[src/rtl/thermo_pkg.sv]
// Shared helpers for LED level meters: bar/dot pattern builders and display mode codes.
package thermo_pkg;

  localparam int MAX_W = 64;

  localparam logic MODE_BAR = 1'b0;
  localparam logic MODE_DOT = 1'b1;

  // Callers size-cast the MAX_W-wide result down to their own bar width.
  function automatic logic [MAX_W-1:0] thermo(input int lvl);
    logic [MAX_W-1:0] r;
    r = '0;
    for (int i = 0; i < MAX_W; i++) r[i] = (i <= lvl);
    return r;
  endfunction

  function automatic logic [MAX_W-1:0] onehot(input int lvl);
    logic [MAX_W-1:0] r;
    r = '0;
    for (int i = 0; i < MAX_W; i++) r[i] = (i == lvl);
    return r;
  endfunction

endpackage

[src/rtl/tick_prescaler.sv]
// Free-running divider: tick is high for one clock out of every DIV, on the last count.
// tick is combinational from the count register; DIV=1 gives a permanent tick.
module tick_prescaler #(
  parameter int DIV = 4
) (
  input  logic clk,
  input  logic rst,
  output logic tick
);

  localparam int CW = (DIV <= 1) ? 1 : $clog2(DIV);
  localparam logic [CW-1:0] LAST = CW'(DIV - 1);

  logic [CW-1:0] cnt_q, cnt_d;

  assign tick = (cnt_q == LAST);

  always_comb begin
    cnt_d = tick ? '0 : cnt_q + CW'(1);
  end

  always_ff @(posedge clk) begin
    if (rst) cnt_q <= '0;
    else     cnt_q <= cnt_d;
  end

endmodule

[src/rtl/thermo_bar_meter.sv]
// Thermometer/dot LED meter with immediate attack, prescaled linear decay and held peak marker.
// level_o/peak_o update on the sampling edge; bar_o follows one clock later.
module thermo_bar_meter
  import thermo_pkg::*;
#(
  parameter  int IN_W       = 3,
  parameter  int DECAY_DIV  = 4,
  parameter  int HOLD_TICKS = 2,
  localparam int OUT_W      = 2 ** IN_W
) (
  input  logic             clk,
  input  logic             rst,
  input  logic             en,
  input  logic             mode,
  input  logic             in_valid,
  input  logic [IN_W-1:0]  in_value,
  output logic [OUT_W-1:0] bar_o,
  output logic [IN_W-1:0]  level_o,
  output logic [IN_W-1:0]  peak_o
);

  localparam int HOLD_W = (HOLD_TICKS < 1) ? 1 : $clog2(HOLD_TICKS + 1);
  localparam logic [HOLD_W-1:0] HOLD_INIT = HOLD_W'(HOLD_TICKS);

  logic              tick;
  logic [IN_W-1:0]   level_q, level_d, dec;
  logic [IN_W-1:0]   peak_q, peak_d;
  logic [HOLD_W-1:0] hold_q, hold_d;
  logic [OUT_W-1:0]  bar_q, bar_d;

  tick_prescaler #(.DIV(DECAY_DIV)) u_prescaler (
    .clk  (clk),
    .rst  (rst),
    .tick (tick)
  );

  always_comb begin
    dec     = (tick && level_q != '0) ? level_q - IN_W'(1) : level_q;
    level_d = (in_valid && in_value > dec) ? in_value : dec;

    peak_d = peak_q;
    hold_d = hold_q;
    // A fresh capture restarts the hold window, even on a tick cycle.
    if (in_valid && in_value >= peak_q) begin
      peak_d = in_value;
      hold_d = HOLD_INIT;
    end else if (tick && hold_q != '0) begin
      hold_d = hold_q - HOLD_W'(1);
    end else if (tick && peak_q > level_d) begin
      peak_d = peak_q - IN_W'(1);
    end
    if (level_d > peak_d) peak_d = level_d;

    bar_d = '0;
    if (en) begin
      if (mode == MODE_DOT) bar_d = OUT_W'(onehot(int'(level_q)) | onehot(int'(peak_q)));
      else                  bar_d = OUT_W'(thermo(int'(level_q)) | onehot(int'(peak_q)));
    end
  end

  always_ff @(posedge clk) begin
    if (rst) begin
      level_q <= '0;
      peak_q  <= '0;
      hold_q  <= '0;
      bar_q   <= '0;
    end else begin
      level_q <= level_d;
      peak_q  <= peak_d;
      hold_q  <= hold_d;
      bar_q   <= bar_d;
    end
  end

  assign bar_o   = bar_q;
  assign level_o = level_q;
  assign peak_o  = peak_q;

endmodule

[config.mk]
export PLATFORM = sky130hd
export DESIGN_NAME = thermo_bar_meter
export DESIGN_NICKNAME = d
export VERILOG_FILES = /design/src/rtl/thermo_pkg.sv /design/src/rtl/tick_prescaler.sv /design/src/rtl/thermo_bar_meter.sv
export SDC_FILE = /design/constraint.sdc
export NUM_CORES = 1
export LEC_CHECK = 0
export ABC_AREA = 1
export CORE_MARGIN = 10
export CORE_UTILIZATION = 50
export DETAILED_ROUTE_END_ITERATION = 12
export GPL_ROUTABILITY_DRIVEN = 0
export GPL_TIMING_DRIVEN = 0
export PLACE_DENSITY_LB_ADDON = 0.08
export SLEW_MARGIN = 20
export SYNTH_ARGS = -nofsm -noshare
export SYNTH_HDL_FRONTEND = slang
export SYNTH_HIERARCHICAL = 1
export SYNTH_SLANG_ARGS = --single-unit
[constraint.sdc]
create_clock -name clk -period 6.5 [get_ports clk]
set_input_delay 0.65 -clock clk [delete_from_list [all_inputs] [get_ports clk]]
set_output_delay 0.65 -clock clk [all_outputs]
set_load 0.01 [all_outputs]
-- After elaboration in Yosys (flattened, before gate mapping)
Index checks and enable logic that the tools add are counted.
- input bits: 8
- output and inout bits: 14
- logic and storage cells: 61
- register bits after elaboration: 18
- order comparisons: 11
- equal/unequal tests: 15
- bitwise logic cells: 3
- add/subtract/negate cells: 4
- mux-type cells: 9
- reductions and logical operators: 13
- operators with widths (operator ; number):
    == test 3 bit, first input constant ; 8
    2-to-1 mux 3 bit ; 6
    OR 8 bit ; 2
    == test 2 x 3 -> 1 bit, first input constant ; 4
    <= comparator 3 bit, first input constant ; 4
    > comparator 3 bit ; 3
    2-to-1 mux 8 bit ; 1
    == test 1 x 3 -> 1 bit, first input constant ; 2
    <= comparator 2 x 3 -> 1 bit, first input constant ; 2
    zero test 3 bit ; 2
    OR reduction 2 bit ; 3
    subtractor 3 x 1 -> 3 bit, second input constant ; 2
    logical AND 1 bit ; 5
    2-to-1 mux 2 bit ; 2
    nonzero test 2 bit ; 2
    >= comparator 3 bit ; 1
    <= comparator 1 x 3 -> 1 bit, first input constant ; 1
    nonzero test 3 bit ; 1
    adder 2 x 1 -> 2 bit, second input constant ; 1
    == test 2 bit, second input constant ; 1
    subtractor 2 x 1 -> 2 bit, second input constant ; 1
    inverter 1 bit ; 1

-- Logic depth before layout (Yosys ltp)
Gate-level depths: netlist of the first run.
- word-level depth: 13
- depth in mapped cells: 30
- mapped depth without buffers: 30

-- By module
Netlist of the first run, hierarchy kept.
- by module, submodules not included (module ; instances ; area an instance (µm²) ; cells each ; sequential area each (µm²)):
    thermo_bar_meter ; 1 ; 1451.4 ; 184 ; 320.3
    tick_prescaler ; 1 ; 75.1 ; 9 ; 40.0

-- Least setup slack after synthesis of the first run
No wires, ideal clock.
- path type: register to register
- start point: reg level_q[0] (netlist: level_o[0])
- end point: reg peak_q[2] (netlist: peak_o[2])
- buffers on the path: 0
- arrival time: 4.048 ns
- setup time: 0.115 ns
- stages on the path, launching flop included: 31
- period minus slack after synthesis: 4.162 ns
- path slack: 2.338 ns
- required time: 6.385 ns
- cell sequence: dfxtp_1 inv_1 ha_1 nand2_8 nand3_1 xor2_1 ha_1 clkinv_1 o21bai_2 inv_2 nand2_4 nand2_4 nand2_1 o21ai_1 ha_1 clkinv_1 o21bai_2 inv_1 nand2_2 nand3_1 xor2_1 a21boi_1 inv_1 ha_1 nand4_1 nand2_1 inv_1 nand2_4 nand3_1 nand2_1 nor2_1
- longest elaborated chain between the ends: 13
- elaborated cells on any way between the ends: 14
- classes of those cells: add/sub: 1; order compare: 3; mux: 6; reduce/logical: 4
- ends and longest elaborated chain (item ; line ; RTL):
    start: declaration ; thermo_bar_meter.sv:26 ; logic [IN_W-1:0] level_q, level_d, dec;
    start signal: assignment ; thermo_bar_meter.sv:68 ; level_q <= level_d;
    branches (longest 2 deep; another with subtractor 3 x 1 -> 3 bit) ; n/a ;
    2-to-1 mux 3 bit (*) ; thermo_bar_meter.sv:38 ; dec = (tick && level_q != '0) ? level_q - IN_W'(1) : level_q;
    > comparator 3 bit ; thermo_bar_meter.sv:39 ; level_d = (in_valid && in_value > dec) ? in_value : dec;
    logical AND 1 bit ; thermo_bar_meter.sv:39 ;
    2-to-1 mux 3 bit (*) ; thermo_bar_meter.sv:39 ;
    > comparator 3 bit ; thermo_bar_meter.sv:49 ; end else if (tick && peak_q > level_d) begin
    logical AND 1 bit ; thermo_bar_meter.sv:49 ;
    2-to-1 mux 3 bit ; thermo_bar_meter.sv:49 ;
    2-to-1 mux 3 bit ; thermo_bar_meter.sv:47 ; end else if (tick && hold_q != '0) begin
    2-to-1 mux 3 bit ; thermo_bar_meter.sv:44 ; if (in_valid && in_value >= peak_q) begin
    > comparator 3 bit ; thermo_bar_meter.sv:52 ; if (level_d > peak_d) peak_d = level_d;
    2-to-1 mux 3 bit (*) ; thermo_bar_meter.sv:52 ;
    end signal: assignment ; thermo_bar_meter.sv:69 ; peak_q <= peak_d;
    end: declaration ; thermo_bar_meter.sv:27 ; logic [IN_W-1:0] peak_q, peak_d;
Every way passes the cells marked *.
A chain may end at the register's enable or synchronous reset.

-- Worst setup path in the final report of the first run
Ends and elaborated chain as after synthesis.

==> results of run 1 <==
## worst paths after layout
path / to / slack [ns] / cells after the start
min: u_prescaler/cnt_q[0] / 0.44 / 1
min reg2reg: u_prescaler/cnt_q[0] / 0.44 / 1
max: peak_o[2] / 1.73 / 29
max reg2reg: peak_o[2] / 1.73 / 29
## state kept, by name, summed over array words and instances, names as in the netlist
register,flops
bar_o,8
level_o,3
peak_o,3
u_prescaler/cnt_q,2
hold_q,2
## per-layer routing
metal  vias to the layer above  GRT usage (%)  part of all wire, %
met1                       615           14.6                   43
li1                        678              -                    -
met4                         0           2.68                 0.35
met5                         -              0                    0
met3                         2           3.42                  4.9
met2                        26           23.2                   51
## layout make-up
class | instances | area [um2]
inverters | 37 | 146
multi-input cells | 137 | 1010
fillers | 252 | 1020
repair buffers | 21 | 210
well taps | 31 | 38.8
clock buffers | 4 | 36.3
flip-flops and latches | 18 | 360
plain buffers | 1 | 11.3
## worst max-delay path: cells and delay by family, from the launching register on
kind | cells | cell delay (ns)
DFF | 1 | 0.51
buffers and inverters | 7 | 0.70
xor gates and xnor gates | 2 | 0.33
and+or+nand+nor | 12 | 1.00
adders and majority gates | 4 | 1.24
AOI/OAI and AO/OA | 4 | 0.91
## placed cells by master (no fill, tap or decap), types with 2 or more instances in the layout
| master | count |
|---|---|
| nor2_1 | 11 |
| inv_2 | 3 |
| nand4_1 | 3 |
| nand2_1 | 30 |
| a21oi_1 | 8 |
| nor2_4 | 3 |
| nand3_1 | 13 |
| clkbuf_4 | 3 |
| a31oi_1 | 5 |
| o21ai_0 | 3 |
| o21ai_1 | 3 |
| o21bai_2 | 2 |
| clkinv_1 | 3 |
| ha_1 | 21 |
| nand3_2 | 7 |
| nand4_4 | 2 |
| nand2_2 | 6 |
| nand2_4 | 6 |
| xor2_1 | 4 |
| clkdlybuf4s50_1 | 21 |
| dfxtp_1 | 18 |
| inv_1 | 30 |
| a31o_2 | 2 |
## logic make-up (layout without fill, tap and decap cells)
logic type / count (synthesis) / in the layout
AO/OA/AOI/OAI: 27 / 27
XOR/XNOR: 4 / 4
adder cells (fa/ha/maj): 21 / 21
AND/OR/NAND/NOR: 85 / 85
buffers and inverters: 38 / 63
flip-flops: 18 / 18
## stage by stage
step / area [um2] / worst slack, ns / instances / util [%]
after detailed placement: 1780 / 1.73 / 245 / 62.8
final: 1810 / 1.73 / 249 / 64.0
after CTS: 1810 / 1.70 / 249 / 64.0
after floorplan: 1530 / 2.34 / 193 / -
after global placement: 1780 / 1.94 / 245 / 62.8
after global routing: 1810 / 1.35 / 249 / 64.0
## where the power goes
part / total [W] / internal (W) / leakage [nW] / switching, W
combinational: 0.000403 / 0.000161 / 0.667 / 0.000242
clock: 0.0000697 / 0.0000342 / 0.0210 / 0.0000355
sequential: 0.000153 / 0.000129 / 0.148 / 0.0000242
## cell usage after synthesis (all sizes together)
| cell | count |
|---|---|
| a211oi | 1 |
| a21boi | 1 |
| a21oi | 8 |
| a31o | 2 |
| a31oi | 5 |
| buf | 1 |
| clkinv | 3 |
| dfxtp | 18 |
| ha | 21 |
| inv | 34 |
| nand2 | 43 |
| nand3 | 21 |
| nand4 | 5 |
| nor2 | 15 |
| o211ai | 1 |
| o21ai | 6 |
| o21bai | 2 |
| o31ai | 1 |
| or2 | 1 |
| xor2 | 4 |
==> results by group, run 1 <==
Worst setup path
  – Crit path kind: register to register
  – Worst Path Required: ~6.7 ns
  – WP data arrival: 4.97 ns
  – Largest stage delay, worst path: slightly above 0.5 ns
  – Worst Setup End Kind: register
  – Startpoint Class: register
  – Worst Path Max Fanout: 8
  – CP max stage cell: dfxtp_1
  – Crit path from: level_o[0]
  – Crit Reg-Reg Startpoint: level_o[0]

Logic synthesis
  – Yosys cell types: 31
  – Syn Nets: ~220
  – Synth Area in XOR/XNOR: under 10%
  – Largest area contributor in the netlist: dfxtp_1
  – Synth Cell Area: around 0.0015 mm2
  – Synth top area cells: dfxtp_1, ha_1, inv_1
  – Gate Count Post-Synth: between 150 and 200
  – Syn avg cell area: ~8 um2
  – Largest family of logic cells by synthesized area: simple AND/OR/NAND/NOR gates
  – Share of the synthesized area in the top cell type: a little under a quarter
  – FF+latch count, synth: 18
  – Synth Area in Adders: between 10% and 20%
  – Synth warn: 6
  – Simple-Gate Fraction of Synth Area: 35.3%
  – Mux cell area share after synthesis: 0%
  – Synth Area in Compound Gates: approximately 11%
  – Register area share after synthesis: 23.6%

STA
  – Unrepaired setup endpoints after global routing: no
  – Final period util: between 70% and 80%
  – Final Hold Vio Count: 0
  – Max-slew headroom: between 70 and 80%
  – Slew @ Worst Pin: slightly above 0.4 ns
  – Pins Over Slew Limit: 0
  – Clk_skew: ~0.0025 ns
  – Hold Slack: 0.436 ns
  – Fin crit period: about 4.8 ns
  – Setup tns final: 0 ns
  – Fmax: roughly 0.21 GHz
  – Setup violators final: 0

Cells and area
  – Diodes inserted: 0
  – Ratio of cells with drive above 1 in the final layout: 18.8%
  – Nets@finish: 248
  – Layout area overhead: 18.7%

CTS
  – CTS Hold Bufs: 0
  – CTS tree: built
  – CTS Buffer Depth: 2
  – Post-CTS sizing: 0
  – Setup repair bufs after CTS: 0
  – Clock sink count: 18
  – Clk root buf: clkbuf_4
  – CTS H-Tree Depth: 1
  – Worst skew pair latency: about 0.29 ns
  – CTS clk-pin slew, worst paths: 0.10 ns
  – CTS Buf Count: 3

Min path
  – HP Class: register to register
  – Hold Crit Start: u_prescaler/cnt_q[0]

Floorplan
  – Die width: between 70 and 80 um
  – IO Pins: 22
  – Starting Density: 54.0%
  – Core Rows: 19
  – Die height: between 70 and 80 um
  – Die Area: roughly 0.0057 mm2
  – Core area: roughly 0.0028 mm2

Global route
  – Total Routing Usage GR: roughly an eighth
  – Global-route wire length before repair: ~6000 um
  – Gr ovfl total: 0
  – Vias in the first global route: roughly 1,300
  – Largest net degree at the start of global routing: 11
  – Initial antenna violation count: 0

Pwr
  – Maximum vdd drop: approximately 0.00023 V
  – Total power: between 0.0006 and 0.0007 W
  – PwrDens: around 350 mW/mm2
  – P_leak: between 0.8 and 0.9 nW

Detailed routing
  – Drt first pass iters: 4
  – DRC violation count after routing: 0
  – Via count: 1,321
  – WL/cell: 13.9 um
  – Remaining antenna violation count after routing: 0
  – Initial DRC Count: 71
  – Vias per std cell: ~5.3
  – WL final: roughly 3500 um

Job
  – Max Cap Viol: 0

Place
  – DPL Wire Length: roughly 2900 um
  – IO buf count: 21

Run status
  – Status: finished, final reports clean
Note: power is estimated with default switching activity, not from simulation.
==> run 2: changes to the inputs <==
- clock period: 6.5 -> 4.6 ns (I/O delays scaled with it)
==> run 2 against run 1 <==
Effect of this change:
- non-clock buffer count is the same
- largest power group unchanged
- sequential cell count is the same
- routed wire length shrank 0.66%
- critical path depth grew 1
- register-to-register slack lost 1.4 ns
- core utilization grew 0.71 points
- design area grew 1.1%
- count of clock-buffer cells in the layout is the same
- clock power grew 41%
- combinational power grew 44%
- power grew 43%
==> results by group, run 2 (synthesis results as in run 1) <==
Place
  – Pre-CTS setup slack: -0.169 ns
  – DPL Wire Length: between 2000 and 3000 um
  – Cell Area, Placed: approximately 0.0018 mm2
  – IO buf count: 21

Floorplan
  – Die Area: between 0.005 and 0.006 mm2
  – Core area: roughly 0.0028 mm2
  – Starting Density: ~54%
  – Die width: 75.3 um
  – IO Pins: 22
  – Die height: 75.3 um
  – Core Rows: 19

STA
  – Pins Over Slew Limit: 0
  – Setup violators final: 0
  – Final worst setup slack: between 0.3 and 0.4 ns
  – Slew @ Worst Pin: around 0.35 ns
  – Clk_skew: between 0.005 and 0.006 ns
  – Final period util: approximately 93%
  – Max-slew headroom: around 77%
  – Fmax: ~0.23 GHz
  – Hold Slack: 0.436 ns
  – Fin crit period: ~4.3 ns
  – Unrepaired setup endpoints after global routing: no
  – Final Hold Vio Count: 0

CTS
  – Worst skew pair latency: around 0.3 ns
  – CTS tree: built
  – CTS Buf Count: 3
  – CTS clk-pin slew, worst paths: 0.10 ns
  – Setup repair bufs after CTS: 0
  – CTS Hold Bufs: 0
  – CTS Buffer Depth: 2
  – CTS H-Tree Depth: 1
  – Clk root buf: clkbuf_4
  – Clock sink count: 18

Pwr
  – PwrDens: 488 mW/mm2
  – P_leak: ~0.84 nW
  – Maximum vdd drop: 0.000331 V

Worst setup path
  – Crit path from: level_o[0]
  – CP max stage cell: dfxtp_4
  – Crit-path leading delay family: adder cells
  – CP dominant cell by count: inv_1
  – WP data arrival: 4.49 ns
  – Buf+Inv Stages, Crit Path: 7
  – Worst Path Max Fanout: 8
  – Crit path kind: register to register
  – Startpoint Class: register
  – Crit Reg-Reg Startpoint: level_o[0]
  – Largest stage delay, worst path: between 0.4 and 0.5 ns
  – Worst Setup End Kind: register
  – Worst Path Required: between 4 and 5 ns

Cells and area
  – Largest register FFs: 8
  – Most frequent cells in the layout: inv_1, nand2_1, clkdlybuf4s50_1, ha_1, dfxtp_1
  – Diodes inserted: 0
  – FF/Latch Area: 368 um2
  – Ratio of cells with drive above 1 in the final layout: between 20% and 30%
  – Nets@finish: between 200 and 250
  – Final instance area: between 0.0015 and 0.002 mm2
  – Final core utilization: between 60 and 70%
  – Layout area overhead: 20.0%
  – Filler cell count: ~250
  – Area of the multi-input gates: just over 0.001 mm2

Min path
  – HP Class: register to register
  – Hold Crit Start: u_prescaler/cnt_q[0]

Global route
  – Vias in the first global route: about 1,300
  – Total Routing Usage GR: ~13%
  – Global-route wire length before repair: just under 6000 um
  – Gr ovfl total: 0
  – Initial antenna violation count: 0
  – Largest net degree at the start of global routing: 11

Detailed routing
  – Via count: between 1,000 and 1,500
  – WL/cell: around 14 um
  – Drt first pass iters: 4
  – Remaining antenna violation count after routing: 0
  – WL final: around 3400 um
  – DRC violation count after routing: 0
  – Initial DRC Count: approximately 70
  – Vias per std cell: roughly 5.3

Job
  – Max Cap Viol: 0

Run status
  – Status: finished, final reports clean
run 2: changes by cell type in the layout (fill, tap and decap cells not counted), sizes merged:
cell,change
inv,+1
clkinv,-1
run 2: timing repair:
action	CTS	global route
gates resized for setup	3	6
endpoints found under the setup margin	3	3
cloned	0	0
pin swaps	0	1
run 2: where the power goes:
group | internal [W] | switching [W] | leakage, nW | total [W]
sequential | 0.000184 | 0.0000338 | 0.149 | 0.000217
clock | 0.0000483 | 0.0000497 | 0.0210 | 0.0000980
combinational | 0.000233 | 0.000346 | 0.668 | 0.000579
run 2: area by class of cell:
type                       count  area share, %
clock buffer                   4           1.98
inverter                      37           7.99
multi-input combinational    137           55.7
buffer                         1          0.615
sequential                    18           20.1
timing repair buffer          21           11.5
tap                           31           2.12
run 2: path summary, 6_finish.rpt:
check,to,slack [ns],cells past startpoint
worst max-delay path,peak_o[2],0.31,30
worst min-delay path,u_prescaler/cnt_q[0],0.44,1
worst max register to register,peak_o[2],0.31,30
worst min register to register,u_prescaler/cnt_q[0],0.44,1
run 2: metrics by stage:
| stage | cells | power (W) | TNS (ns) |
|---|---|---|---|
| after floorplan | 193 | 0.000643 | 0 |
| after global placement | 245 | 0.000761 | 0 |
| after detailed placement | 245 | 0.000786 | -0.446 |
| after CTS | 249 | 0.000889 | 0 |
| after global routing | 249 | 0.000964 | 0 |
| final | 249 | 0.000894 | 0 |
run 2: metal layers:
metal,vias up,wire (um),track usage (%)
li1,679,-,-
met1,618,1470,14.6
met2,27,1800,23.2
met3,4,155,3.42
met4,0,19,2.68
met5,-,0,0
